--- src/rtl/frogger_input_pkg.sv ---
// Shared definitions for the frogger push-button input path.
//
// Contents:
//   key_state_e        - per-key debounce/repeat FSM states
//   KEY_DEBOUNCE_*     - debounce lengths for the board clock and for simulation
//   KEY_REPEAT_*       - auto-repeat periods for the board clock and for simulation
//   cnt_width()        - counter width able to hold 0..limit, never narrower than 1 bit
package frogger_input_pkg;

    typedef enum logic [1:0] {
        IDLE,
        ARMING,
        HELD,
        RELEASING
    } key_state_e;

    // Board defaults assume a 50 MHz clock: 5 ms debounce, 200 ms repeat.
    localparam int unsigned KEY_DEBOUNCE_BOARD = 250000;
    localparam int unsigned KEY_DEBOUNCE_SIM   = 4;
    localparam int unsigned KEY_REPEAT_BOARD   = 10000000;
    localparam int unsigned KEY_REPEAT_SIM     = 8;

    // $clog2(limit+1) is 0 for limit==0, so clamp to a 1-bit counter.
    function automatic int unsigned cnt_width(input int unsigned limit);
        int unsigned w;
        w = $clog2(limit + 1);
        return (w < 1) ? 1 : w;
    endfunction

endpackage

--- src/rtl/key_event_counter.sv ---
// Small up-counter with clear, load-one and enable controls plus a terminal-count flag.
// Used for both the debounce run length and the auto-repeat period.
//
// Ports:
//   clk       in   system clock
//   reset     in   asynchronous active-low reset, clears the count
//   clear     in   count <= 0 (highest priority)
//   start     in   count <= 1 (the sample that triggered it already counts)
//   enable    in   count <= count + 1
//   terminal  out  count == LIMIT-1; held low when LIMIT == 0
module key_event_counter #(
    parameter int unsigned WIDTH = 3,
    parameter int unsigned LIMIT = 4
) (
    input  logic clk,
    input  logic reset,
    input  logic clear,
    input  logic start,
    input  logic enable,
    output logic terminal
);

    localparam logic [WIDTH-1:0] LAST = (LIMIT > 0) ? WIDTH'(LIMIT - 1) : '0;

    logic [WIDTH-1:0] count_q;
    logic [WIDTH-1:0] count_d;

    always_comb begin
        count_d = count_q;
        if (clear) begin
            count_d = '0;
        end else if (start) begin
            count_d = WIDTH'(1);
        end else if (enable) begin
            count_d = count_q + WIDTH'(1);
        end
    end

    always_ff @(posedge clk or negedge reset) begin
        if (!reset) begin
            count_q <= '0;
        end else begin
            count_q <= count_d;
        end
    end

    // The FSM never enables past LAST, so the counter cannot wrap.
    assign terminal = (LIMIT > 0) && (count_q == LAST);

endmodule

--- src/rtl/key_pulse_gen.sv ---
// Debounces one synchronized push-button level and turns each accepted press into a
// single-cycle move strobe, optionally repeating the strobe while the key stays held.
// One instance per direction key, between the input synchronizers and the frog logic.
//
// Parameters:
//   DEBOUNCE_CYCLES  consecutive equal samples to accept a press or release (>= 2)
//   REPEAT_CYCLES    cycles between auto-repeat strobes while held; 0 disables repeat
//
// Ports:
//   clk       in   system clock
//   reset     in   asynchronous active-low reset
//   key_sync  in   synchronized key level, 1 = pressed
//   pulse     out  registered one-cycle move strobe
//   held      out  registered debounced key level
module key_pulse_gen
    import frogger_input_pkg::*;
#(
    parameter int unsigned DEBOUNCE_CYCLES = KEY_DEBOUNCE_SIM,
    parameter int unsigned REPEAT_CYCLES   = 0
) (
    input  logic clk,
    input  logic reset,
    input  logic key_sync,
    output logic pulse,
    output logic held
);

    localparam int unsigned CNT_W = cnt_width(DEBOUNCE_CYCLES);
    localparam int unsigned RPT_W = cnt_width(REPEAT_CYCLES);

    key_state_e state_q;
    key_state_e state_d;
    logic       pulse_d;
    logic       held_d;

    logic cnt_clear;
    logic cnt_start;
    logic cnt_en;
    logic cnt_term;
    logic rpt_clear;
    logic rpt_en;
    logic rpt_term;

    key_event_counter #(
        .WIDTH (CNT_W),
        .LIMIT (DEBOUNCE_CYCLES)
    ) u_debounce (
        .clk      (clk),
        .reset    (reset),
        .clear    (cnt_clear),
        .start    (cnt_start),
        .enable   (cnt_en),
        .terminal (cnt_term)
    );

    key_event_counter #(
        .WIDTH (RPT_W),
        .LIMIT (REPEAT_CYCLES)
    ) u_repeat (
        .clk      (clk),
        .reset    (reset),
        .clear    (rpt_clear),
        .start    (1'b0),
        .enable   (rpt_en),
        .terminal (rpt_term)
    );

    // Next-state decode; also steers both counters so they move on the same edge.
    always_comb begin
        state_d   = state_q;
        pulse_d   = 1'b0;
        held_d    = held;
        cnt_clear = 1'b0;
        cnt_start = 1'b0;
        cnt_en    = 1'b0;
        rpt_clear = 1'b0;
        rpt_en    = 1'b0;

        unique case (state_q)
            IDLE: begin
                if (key_sync) begin
                    state_d   = ARMING;
                    cnt_start = 1'b1;
                end
            end

            ARMING: begin
                if (!key_sync) begin
                    state_d   = IDLE;
                    cnt_clear = 1'b1;
                end else if (cnt_term) begin
                    state_d   = HELD;
                    pulse_d   = 1'b1;
                    held_d    = 1'b1;
                    rpt_clear = 1'b1;
                end else begin
                    cnt_en = 1'b1;
                end
            end

            HELD: begin
                if (!key_sync) begin
                    state_d   = RELEASING;
                    cnt_start = 1'b1;
                end else if (REPEAT_CYCLES > 0) begin
                    if (rpt_term) begin
                        pulse_d   = 1'b1;
                        rpt_clear = 1'b1;
                    end else begin
                        rpt_en = 1'b1;
                    end
                end
            end

            RELEASING: begin
                // A bounce back high resumes HELD with the repeat phase untouched.
                if (key_sync) begin
                    state_d = HELD;
                end else if (cnt_term) begin
                    state_d = IDLE;
                    held_d  = 1'b0;
                end else begin
                    cnt_en = 1'b1;
                end
            end

            default: begin
                state_d = IDLE;
                held_d  = 1'b0;
            end
        endcase
    end

    always_ff @(posedge clk or negedge reset) begin
        if (!reset) begin
            state_q <= IDLE;
            pulse   <= 1'b0;
            held    <= 1'b0;
        end else begin
            state_q <= state_d;
            pulse   <= pulse_d;
            held    <= held_d;
        end
    end

    // held mirrors the debounced level carried by the state encoding.
    held_tracks_state: assert property (
        @(posedge clk) disable iff (!reset)
        held == (state_q inside {HELD, RELEASING})
    );

    // Back-to-back strobes are only possible with a one-cycle repeat period.
    no_double_pulse: assert property (
        @(posedge clk) disable iff (!reset)
        (REPEAT_CYCLES != 1 && pulse) |=> !pulse
    );

endmodule

--- config.mk ---
export PLATFORM = sky130hd
export DESIGN_NAME = key_pulse_gen
export DESIGN_NICKNAME = d
export VERILOG_FILES = /design/src/rtl/frogger_input_pkg.sv /design/src/rtl/key_event_counter.sv /design/src/rtl/key_pulse_gen.sv
export SDC_FILE = /design/constraint.sdc
export NUM_CORES = 1
export LEC_CHECK = 0
export ABC_AREA = 1
export BUFFER_PORTS_ARGS = -buffer_cell sky130_fd_sc_hd__buf_2
export CAP_MARGIN = 5
export CORE_AREA = 4 4 41 43
export CTS_CLUSTER_SIZE = 40
export DETAILED_ROUTE_END_ITERATION = 8
export DIE_AREA = 0 0 45 47
export PLACE_DENSITY_LB_ADDON = 0.15
export SLEW_MARGIN = 20
export SYNTH_ARGS = -nofsm -noshare
export SYNTH_HDL_FRONTEND = slang
export SYNTH_HIERARCHICAL = 1
export SYNTH_SLANG_ARGS = --single-unit
--- constraint.sdc ---
create_clock -name clk -period 1.4 [get_ports clk]
set_clock_uncertainty 0.1 [all_clocks]
set_input_delay 0 -clock clk [delete_from_list [all_inputs] [get_ports clk]]
set_output_delay 0 -clock clk [all_outputs]
set_load 0.01 [all_outputs]
# Yosys cells after proc, flatten, opt, wreduce, memory -nomap -nowiden
# Cells that the tools add are included.
[word_totals]
mem_count = 0
out_inout_bits = 2
latch_bits = 0
ram_bits = 0
ff_bits = 7
in_bits = 3
romBits = 0
[op_classes]
bitwise = 0
n_div = 0
order_cmp = 0
mul = 0
n_eq_ne = 12
reduce_logical = 5
n_mux = 26
shift = 0
add_sub_neg = 1
[ops]
columns = ["operator", "n"]
rows = [
  ["2-to-1 mux 1 bit", 13],
  ["2-to-1 mux 2 bit", 6],
  ["!= test 2 bit (second input constant)", 6],
  ["2-to-1 mux 3 bit", 3],
  ["case mux 2 bit (4 select lines)", 1],
  ["!= test 3 bit (second input constant)", 2],
  ["case mux 1 bit (2 select lines)", 3],
  ["AND reduction 5 bit", 1],
  ["== test 2 bit (second input constant)", 2],
  ["AND reduction 4 bit", 1],
  ["adder 3 x 1 -> 3 bit (second input constant)", 1],
  ["== test 3 x 2 -> 1 bit (second input constant)", 1],
  ["nonzero test 3 bit", 1],
  ["== test 2 x 1 -> 1 bit (second input constant)", 1],
  ["zero test 2 bit", 1],
  ["nonzero test 2 bit", 1],
]

# Depth between registers and ports, before layout
# Gate-level depths: netlist of the first run.
[depth]
ltp_word = 7
depth_mapped = 8
mapped_depth_nobuf = 8

# Cells and area by module
# Netlist of the first run, hierarchy kept.
[by_module_without_submodules]
columns = ["mod", "area_per_inst_um2", "cells_each", "n_inst"]
rows = [
  ["key_pulse_gen", 195.2, 23, 1],
  ["key_event_counter", 173.9, 20, 1],
]

# Worst setup path before layout of the first run
# Ideal clock, no wire load.
[synth_timing]
kind = "register to register"
start = "register u_debounce.count_q[0]"
end = "register u_debounce.count_q[1]"
stages_incl_launch_ff = 7
setup_slack_ns = -0.050
synth_period_minus_slack_ns = 1.450
arrival_ns = 1.233
required_ns = 1.183
path_cell_list = "dfrtp_1 -> ha_1 -> ha_1 -> nor3_2 -> inv_1 -> o21ai_1 -> nor2_1"
[synth_via]
elab_chain_cells = 5
[synth_rtl]
columns = ["element", "line", "rtl"]
rows = [
  ["start, declared", "key_event_counter.sv:25", "logic [WIDTH-1:0] count_q;"],
  ["start signal, assigned", "key_event_counter.sv:43", "count_q <= count_d;"],
  ["== test 3 x 2 -> 1 bit (*)", "key_event_counter.sv:48", "assign terminal = (LIMIT > 0) && (count_q == LAST);"],
  ["net cnt_term", "key_pulse_gen.sv:39", "logic cnt_term;"],
  ["2-to-1 mux 1 bit (*)", "key_pulse_gen.sv:91, key_pulse_gen.sv:119", ""],
  ["2-to-1 mux 1 bit (on tied branches)", "key_pulse_gen.sv:117, key_pulse_gen.sv:88", ""],
  ["case mux 1 bit (2 select lines) (*)", "key_pulse_gen.sv:79", "unique case (state_q)"],
  ["net cnt_en", "key_pulse_gen.sv:38", "logic cnt_en;"],
  ["nonzero test 3 bit (no source line) (*)", "n/a", ""],
]
# Mark *: on every way through the listed nets, which the timed path passes. The rest lies on a longest branch. The select of a mux whose other input is x is not followed.
# A chain may end at the register's enable or synchronous reset.

# Final worst setup path of the first run
# Ends and elaborated chain as after synthesis.

==> results.toml, run 1 <==
[status]
status = "complete, no violations"

[cells_and_area]
drive_above_1_share_pct = 45.61
antenna_cells = 0
fin_nets = 63
fin_cells = 72
fillers = 143
layout_commonest_cell = "nand2_1"
layout_common_cells = "nand2_1, dfrtp_1, nor2_1"
area_growth_pct = 39.66

[sta]
slew_headroom_pct = 78.80
setup_ws_ps = 7.976
drv_slew = 0
whs_ps = 8.202
max_freq_mhz = 718.4
fin_crit_ps = 1392
rsz0062_at_grt = "yes"
min_period_over_period_pct = 99.43
setup_viol = 0
hold_viol = 0
worst_slew_pin_slew_ps = 316.8

[floorplanning]
initial_core_util_pct = 28.37
num_rows = 13
fp.dieArea_um2 = 2115
ios = 5
coreArea_um2 = 1301
die_w_um = 45
die_h_um = 47

[critical_path]
crit_start = "u_debounce/count_q[0]$_DFFE_PN0P_"
setup.worst_path.end = "u_debounce/count_q[1]$_DFFE_PN0P_"
end_kind = "flip-flop"
crit_fanout = 4
reg2reg_slack_ps = 8
r2r-start = "u_debounce/count_q[0]$_DFFE_PN0P_"
cp.arrival_ps = 1430
reg2reg_to = "u_debounce/count_q[1]$_DFFE_PN0P_"
crit_type = "reg2reg"
crit_required_ps = 1440
r2r.worst_path.cells = 6
startpoint_type = "flip-flop"

[route]
routed_wl_um = 740
postRouteAntennaNets = 0
dr.pass1.iters = 2
drt-wirelength-per-cell_um = 10.28
via_count = 295
drtIter0Drc = 1
viasPerCell = 4.097
drc_errors = 0

[power_and_ir_drop]
powerDensity_nw_per_um2 = 2166
leakage_nw = 0.2748
ir_worst_vdd_mv = 0.9985

[placement]
dp.cells = 66
gp_congestion = 0.7028
hpwl_um = 515.3
port_buffers = 4
place_ws_ps = -20.11

[cts]
clockBufferDepth = 2
clk_latency_ps = 250
numCtsBuffers = 3
clockRootBuffer = "clkbuf_4"
tritoncts = "built"
h-tree-depth = 1
clkTransAtPathRegs_ps = 50
cts_sinks = 7

[run]
drv_cap = 0

[global_routing]
grt_pass1_vias = 292
grt_usage_pct = 8.526
overflow = 0
grt_max_degree = 8
antenna_found_initial = 0
grt_first_pass_wirelength_mm = 1.152

[synthesis]
avgSynthCellArea_um2 = 8.584
synth_area_um2 = 369.1
yosysUniqueCellTypes = 15
syn_inst = 43
ys.warnings.count = 6
ys_seq_elements = 7
synthesis.nets = 48
yosysSeqAreaShare_pct = 47.46

[hold_path]
holdCritPathClass = "in2async"
layout make-up:
cell class              instances  area, µm²  share of cell area, %
well taps                      15      18.77                  3.641
flip-flops and latches          7      175.2                  33.98
repair buffers                 10      70.07                  13.59
clock buffers                   4      26.28                  5.097
inverters                       8      32.53                  6.311
multi-input cells              28      192.7                  37.38
through the flow:
step	cell area, µm²	total power, mW	utilization (%)	setup TNS [ps]
2_1_floorplan	371.6	0.6924	-	0
3_3_place_gp	440.4	0.8431	33.85	-1.590
3_5_place_dp	440.4	0.8485	33.85	-20.11
4_1_cts	498.0	1.070	38.27	0
5_1_grt	515.5	1.235	39.62	-202.5
6_report	515.5	1.116	39.62	0
metal layers:
metal,GRT usage (%),wire length (µm)
met1,7.925,280
met2,12.99,398
met3,6.897,51
met4,5.263,10
met5,0,0
cell usage after synthesis:
| cell type | number | area [µm²] |
|---|---|---|
| nand2_1 | 9 | 33.78 |
| dfrtp_1 | 7 | 175.2 |
| nor2_1 | 5 | 18.77 |
| inv_1 | 4 | 15.01 |
| inv_2 | 3 | 11.26 |
| nand3_1 | 3 | 15.01 |
| ha_1 | 2 | 25.02 |
| nand2_2 | 2 | 12.51 |
| o21ai_1 | 2 | 10.01 |
| a21oi_2 | 1 | 8.760 |
| and3_1 | 1 | 6.260 |
| clkinv_2 | 1 | 5.000 |
| nand2_4 | 1 | 11.26 |
| nor2_4 | 1 | 11.26 |
| nor3_2 | 1 | 10.01 |
worst max-delay path: stages (launching register included):
cell	delay [ps]
dfrtp_1	380
ha_2	200
ha_4	160
nor3_4	190
inv_2	80
o21ai_2	110
nor2_1	50
what timing repair did:
item	CTS	global route
buffers inserted	0	0
pin swaps	0	2
gates resized for setup	3	4
setup endpoints to repair	2	5
gates cloned	0	0
hold buffers	2	0
endpoints found under the hold margin	10	0
logic make-up (layout without fill, tap and decap cells):
group / count (synthesis) / in the layout / synth area share, %
and+or+nand+nor: 23 / 23 / 32.20
buffers and inverters: 8 / 22 / 8.472
DFF: 7 / 7 / 47.46
AOI/OAI and AO/OA: 3 / 3 / 5.085
adders and majority gates: 2 / 2 / 6.779
power breakdown:
| part | leakage (nW) | internal [mW] | switching [mW] |
|---|---|---|---|
| Sequential | 0.0878 | 0.288 | 0.0533 |
| Combinational | 0.172 | 0.269 | 0.325 |
| Clock | 0.0150 | 0.109 | 0.0720 |
worst min-delay path by stage:
stage          cells past startpoint                                end  slack, ps
2_1_floorplan                      0         asynchronous set/reset pin       -400
3_3_place_gp                       1             state_q[0]$_DFFE_PN0P_       -250
3_5_place_dp                       1  u_debounce/count_q[2]$_DFFE_PN0P_       -260
4_1_cts                            2  u_debounce/count_q[2]$_DFFE_PN0P_         20
5_1_grt                            2  u_debounce/count_q[2]$_DFFE_PN0P_         20
6_report                           2             state_q[0]$_DFFE_PN0P_          8
Power figures use the tool's default switching activity.
==> inputs of run 2 (changes only) <==
Settings changed: PLACE_DENSITY set to 0.47, PLACE_DENSITY_LB_ADDON 0.15 to not set.
==> run 2 against run 1 <==
Compared with the run above:
- via count down 1.4%
- routed wire length fell by 17%
- utilization decreased by 0.48 points
- critical path depth rose by 1
==> results.toml, run 2 (synthesis gave the netlist of run 1 again) <==
[cts]
cts_sinks = 7
clockBufferDepth = 2
tritoncts = "built"
clkTransAtPathRegs_ps = 50
clockRootBuffer = "clkbuf_4"
clk_latency_ps = 240
numCtsBuffers = 3
postCtsSetupRepairBufs = 0
h-tree-depth = 1

[power_and_ir_drop]
p_int_uw = 644.7
pwr-share-comb_pct = 52.0
p_switching_uw = 416.8
p_clk_share_pct = 16.3
seq_power_share_pct = 31.7
p_sw_share_pct = 39.26
ir_worst_vdd_mv = 0.7073
leakage_nw = 0.2700
powerDensity_nw_per_um2 = 2085

[sta]
rsz0062_at_grt = "yes"
min_period_over_period_pct = 96.61
setup_viol = 0
worst_slew_pin_slew_ps = 295.4
drv_slew = 0
max_freq_mhz = 739.4
slew_headroom_pct = 80.23
fin_crit_ps = 1353
hold_viol = 0

[run]
drv_cap = 0

[floorplanning]
num_rows = 13
initial_core_util_pct = 28.37
fp.dieArea_um2 = 2115
ios = 5
die_w_um = 45
die_h_um = 47
coreArea_um2 = 1301

[route]
drt-wirelength-per-cell_um = 8.620
via_count = 291
postRouteAntennaNets = 0
dr.pass1.iters = 2
drtIter0Drc = 2
routed_wl_um = 612
viasPerCell = 4.099
drc_errors = 0

[critical_path]
slowest_stage = "dlygate4sd3_1"
crit_required_ps = 1430
end_kind = "flip-flop"
crit_chain = "dlygate4sd3_1 > buf_2 > nand2_1 > nand2_2 > nor2_1 > nor2_4 > and3_1"
crit_type = "in2reg"
startpoint_type = "input port"
crit_fanout = 4
cp.arrival_ps = 1380
slowest_delay_ps = 540

[placement]
gp_congestion = 0.7757
port_buffers = 4
post_dp_cell_area_um2 = 432.9
hpwl_um = 482.9

[cells_and_area]
area_growth_pct = 37.97
fin_nets = 62
fillers = 144
layout_common_cells = "nand2_1, dfrtp_1, nor2_1"
antenna_cells = 0
layout_commonest_cell = "nand2_1"
drive_above_1_share_pct = 44.64
final_util_pct = 39.13
stdcell_area_um2 = 509.2

[hold_path]
holdCritPathClass = "in2async"

[global_routing]
grt_first_pass_wirelength_mm = 1.035
overflow = 0
grt_max_degree = 8
antenna_found_initial = 0
grt_usage_pct = 7.496
grt_pass1_vias = 270

[status]
status = "complete, no violations"
## run 2: cell types whose count changed in the layout (fill, tap and decap cells not counted)
cell	change
buf_4	-1
nand3_1	-1
nand3_2	+1
o21ai_1	+1
o21ai_2	-1
## run 2: power groups by stage
stage	logic (mW)	clock network, mW	registers, mW
final	0.552	0.173	0.337
after global routing	0.630	0.203	0.350
after CTS	0.532	0.185	0.337
after detailed placement	0.495	0	0.339
after global placement	0.497	0	0.338
after floorplan	0.347	0	0.346
## run 2: path summary, 6_finish.rpt
check / startpoint / to / slack [ps] / depth (start not counted)
max: key_sync / u_debounce/count_q[2]$_DFFE_PN0P_ / 50 / 7
min in group clk: held$_DFFE_PN0P_ / held$_DFFE_PN0P_ / 370 / 2
min reg2reg: held$_DFFE_PN0P_ / held$_DFFE_PN0P_ / 370 / 2
min: reset / pulse$_DFF_PN0_ / 10 / 2
max in group asynchronous: reset / u_debounce/count_q[0]$_DFFE_PN0P_ / 1040 / 2
max reg2reg: u_debounce/count_q[0]$_DFFE_PN0P_ / u_debounce/count_q[2]$_DFFE_PN0P_ / 60 / 5
## run 2: layout make-up
cell class / instances / area, µm² / area share (%)
Clock buffer: 4 / 26.28 / 5.160
Inverter: 8 / 32.53 / 6.388
Multi-Input combinational cell: 28 / 193.9 / 38.08
Sequential cell: 7 / 175.2 / 34.40
Tap cell: 15 / 18.77 / 3.686
Timing Repair Buffer: 9 / 62.56 / 12.29
## run 2: worst max-delay path, delay by kind of cell
kind | cells | cell delay, ps
and+or+nand+nor | 5 | 700
buffers and inverters | 2 | 680
## run 2: per-layer routing
metal	part of all wire [%]	vias to the layer above	track usage [%]
li1	-	161	-
met1	44	125	8.411
met2	52	3	10.45
met3	2.1	2	2.299
met4	2.0	0	8.772
met5	0	-	0
## run 2: through the flow
step | cells | setup TNS (ps) | total power, mW | worst slack, ps | hold WS [ps]
3_3_place_gp | 65 | -85.22 | 0.8348 | -47.10 | -261.5
3_5_place_dp | 65 | -19.20 | 0.8337 | -12.48 | -262.2
6_report | 71 | 0 | 1.062 | 47.48 | 11.12
4_1_cts | 71 | 0 | 1.054 | 15.06 | 2.739
2_1_floorplan | 43 | 0 | 0.6924 | 22.67 | -395.6
5_1_grt | 71 | -62.83 | 1.183 | -24.95 | 33.73
## run 2: what timing repair did
| item | 4_1_cts | 5_1_grt |
|---|---|---|
| gates resized for setup | 3 | 4 |
| endpoints found under the hold margin | 10 | 0 |
| gates cloned | 0 | 0 |
| setup endpoints to repair | 4 | 5 |
| hold buffers | 2 | 0 |
| pin swaps | 0 | 1 |
==> inputs of run 3 (changes only) <==
Settings changed: ABC_AREA 1 to not set, PLACE_DENSITY 0.47 to 0.42.
Clock period 1.4 ns to 1.5 ns, I/O delays scaled along.
==> run 3 against run 2 <==
Compared with the run above:
- the flow now finishes with violations (negative setup slack)
- sequential share of layout area decreased by 0.66 points
- via count decreased by 2.1%
- combinational power increased by 2%
- largest power group unchanged
- die area unchanged
- clock-buffer cell count unchanged
==> results.toml, run 3 <==
[route]
drt-wirelength-per-cell_um = 11.66
viasPerCell = 4.597
postRouteAntennaNets = 0
drtIter0Drc = 6
via_count = 285
drc_errors = 0
dr.pass1.iters = 4
routed_wl_um = 723

[synthesis]
yosysTopAreaCell = "dfrtp_1"
ys.warnings.count = 6
yosysUniqueCellTypes = 15
synth_most_common_cell = "dfrtp_1"
synth.area.top_cells = "dfrtp_1, ha_1, xnor2_1"
synth_flop_cell = "dfrtp_1"
avgSynthCellArea_um2 = 11.89
yosysSeqAreaShare_pct = 52.63
synthesis.nets = 33
ys_top_cells_by_count = "dfrtp_1, a21oi_1"
ys_seq_elements = 7
syn_inst = 28
synth_edf_count = 0
netlist.area_leader.share_pct = 52.63
synth_area_um2 = 332.8
async_flop_share_pct = 100.0

[power_and_ir_drop]
power_mw = 1.027
leakage_nw = 0.2450
powerDensity_nw_per_um2 = 1977
ir_worst_vdd_mv = 0.7653

[placement]
place_ws_ps = -71.42
port_buffers = 4
gp_congestion = 0.7620
dp.cells = 53
hpwl_um = 514.5

[sta]
setup_viol = 3
worst_slew_pin_slew_ps = 417.9
rsz0062_at_grt = "yes"
min_period_over_period_pct = 105.6
setup_ws_ps = -84.43
max_freq_mhz = 631.1
slew_headroom_pct = 72.08
drv_slew = 0
fin_crit_ps = 1584
hold_viol = 0

[global_routing]
grt_first_pass_wirelength_mm = 1.110
grt_usage_pct = 7.643
grt_max_degree = 8
antenna_found_initial = 0
overflow = 0
grt_pass1_vias = 281

[cells_and_area]
drive_above_1_share_pct = 46.81
antenna_cells = 0
area_growth_pct = 56.02
final_util_pct = 39.90
fin_cells = 62
fin_nets = 53
layout_commonest_cell = "buf_4"
layout_common_cells = "buf_4, dfrtp_1, buf_2"

[critical_path]
cp.arrival_ps = 1610
crit_chain = "ha_2 > ha_4 > nor3b_4 > nor2_1 > a2111oi_1"
crit_required_ps = 1520
slowest_delay_ps = 400
slowest_stage = "dfrtp_1"
startpoint_type = "flip-flop"
r2r.worst_path.cells = 5
end_kind = "flip-flop"
reg2reg_slack_ps = -80
crit_type = "reg2reg"
crit_fanout = 3

[floorplanning]
ios = 5
num_rows = 13
coreArea_um2 = 1301
die_h_um = 47
fp.dieArea_um2 = 2115
die_w_um = 45
initial_core_util_pct = 25.58

[run]
drv_cap = 0

[status]
status = "complete, but fails checks"
violations = "negative setup slack"

[cts]
clockBufferDepth = 2
tritoncts = "built"
numCtsBuffers = 3
cts_sinks = 7
h-tree-depth = 1
clkTransAtPathRegs_ps = 50
clk_latency_ps = 240
clockRootBuffer = "clkbuf_4"

[hold_path]
holdCritPathClass = "in2async"
[run 3: cell families (layout without fill, tap and decap cells)]
group	count (synthesis)	after routing	synth area share [%]
fa+ha+maj	2	2	7.518
flops	7	7	52.63
buf+inv	2	21	2.256
mux	2	2	7.518
simple gates	7	7	13.91
xor+xnor	2	2	5.264
compound gates	6	6	10.90
[run 3: path summary, 6_finish.rpt]
check,startpoint,endpoint
setup / recovery,u_debounce/count_q[1]$_DFFE_PN0P_,u_debounce/count_q[2]$_DFFE_PN0P_
hold / removal,reset,held$_DFFE_PN0P_
setup reg to reg,u_debounce/count_q[1]$_DFFE_PN0P_,u_debounce/count_q[2]$_DFFE_PN0P_
hold reg to reg,u_debounce/count_q[2]$_DFFE_PN0P_,u_debounce/count_q[2]$_DFFE_PN0P_
max in group asynchronous,reset,u_debounce/count_q[0]$_DFFE_PN0P_
min in group clk,key_sync,held$_DFFE_PN0P_
[run 3: area by class of cell]
cell class / count / area, µm²
clock buffer: 4 / 26.28
fill: 139 / 782.0
inverter: 2 / 7.507
multi-input combinational: 19 / 183.9
sequential: 7 / 175.2
tap: 15 / 18.77
timing repair buffer: 15 / 107.6
[run 3: timing repair]
item / in CTS / in global routing
pin swaps: 0 / 0
setup endpoints to repair: 3 / 4
gates resized for setup: 1 / 1
hold buffers: 2 / 0
endpoints found under the hold margin: 9 / 0
setup buffers: 1 / 2
[run 3: metal layers]
metal	global-route usage [%]	wire, µm	vias up
li1	-	-	136
met1	8.140	286	137
met2	12.71	369	8
met3	3.448	29	4
met4	4.094	38	0
met5	0	0	-
[run 3: per-stage QoR]
| stage | hold WS (ps) | instance area, µm² | setup TNS, ps |
|---|---|---|---|
| floorplan | -395.6 | 354.1 | -24.12 |
| global placement | -260.1 | 437.9 | -81.65 |
| detailed placement | -257.1 | 437.9 | -123.4 |
| CTS | 27.34 | 499.2 | -144.1 |
| global route | 48.13 | 519.2 | -346.2 |
| finish | 24.68 | 519.2 | -165.8 |
[run 3: where the power goes]
part	internal (mW)	switching (mW)
combinational	0.327	0.235
sequential	0.256	0.0405
clock	0.101	0.0662
total	0.685	0.342
[run 3: worst max-delay path, delay by kind of cell, from the launching register on]
kind	cells	cell delay (ps)
flops	1	400
simple gates	2	280
compound gates	1	310
fa+ha+maj	2	370
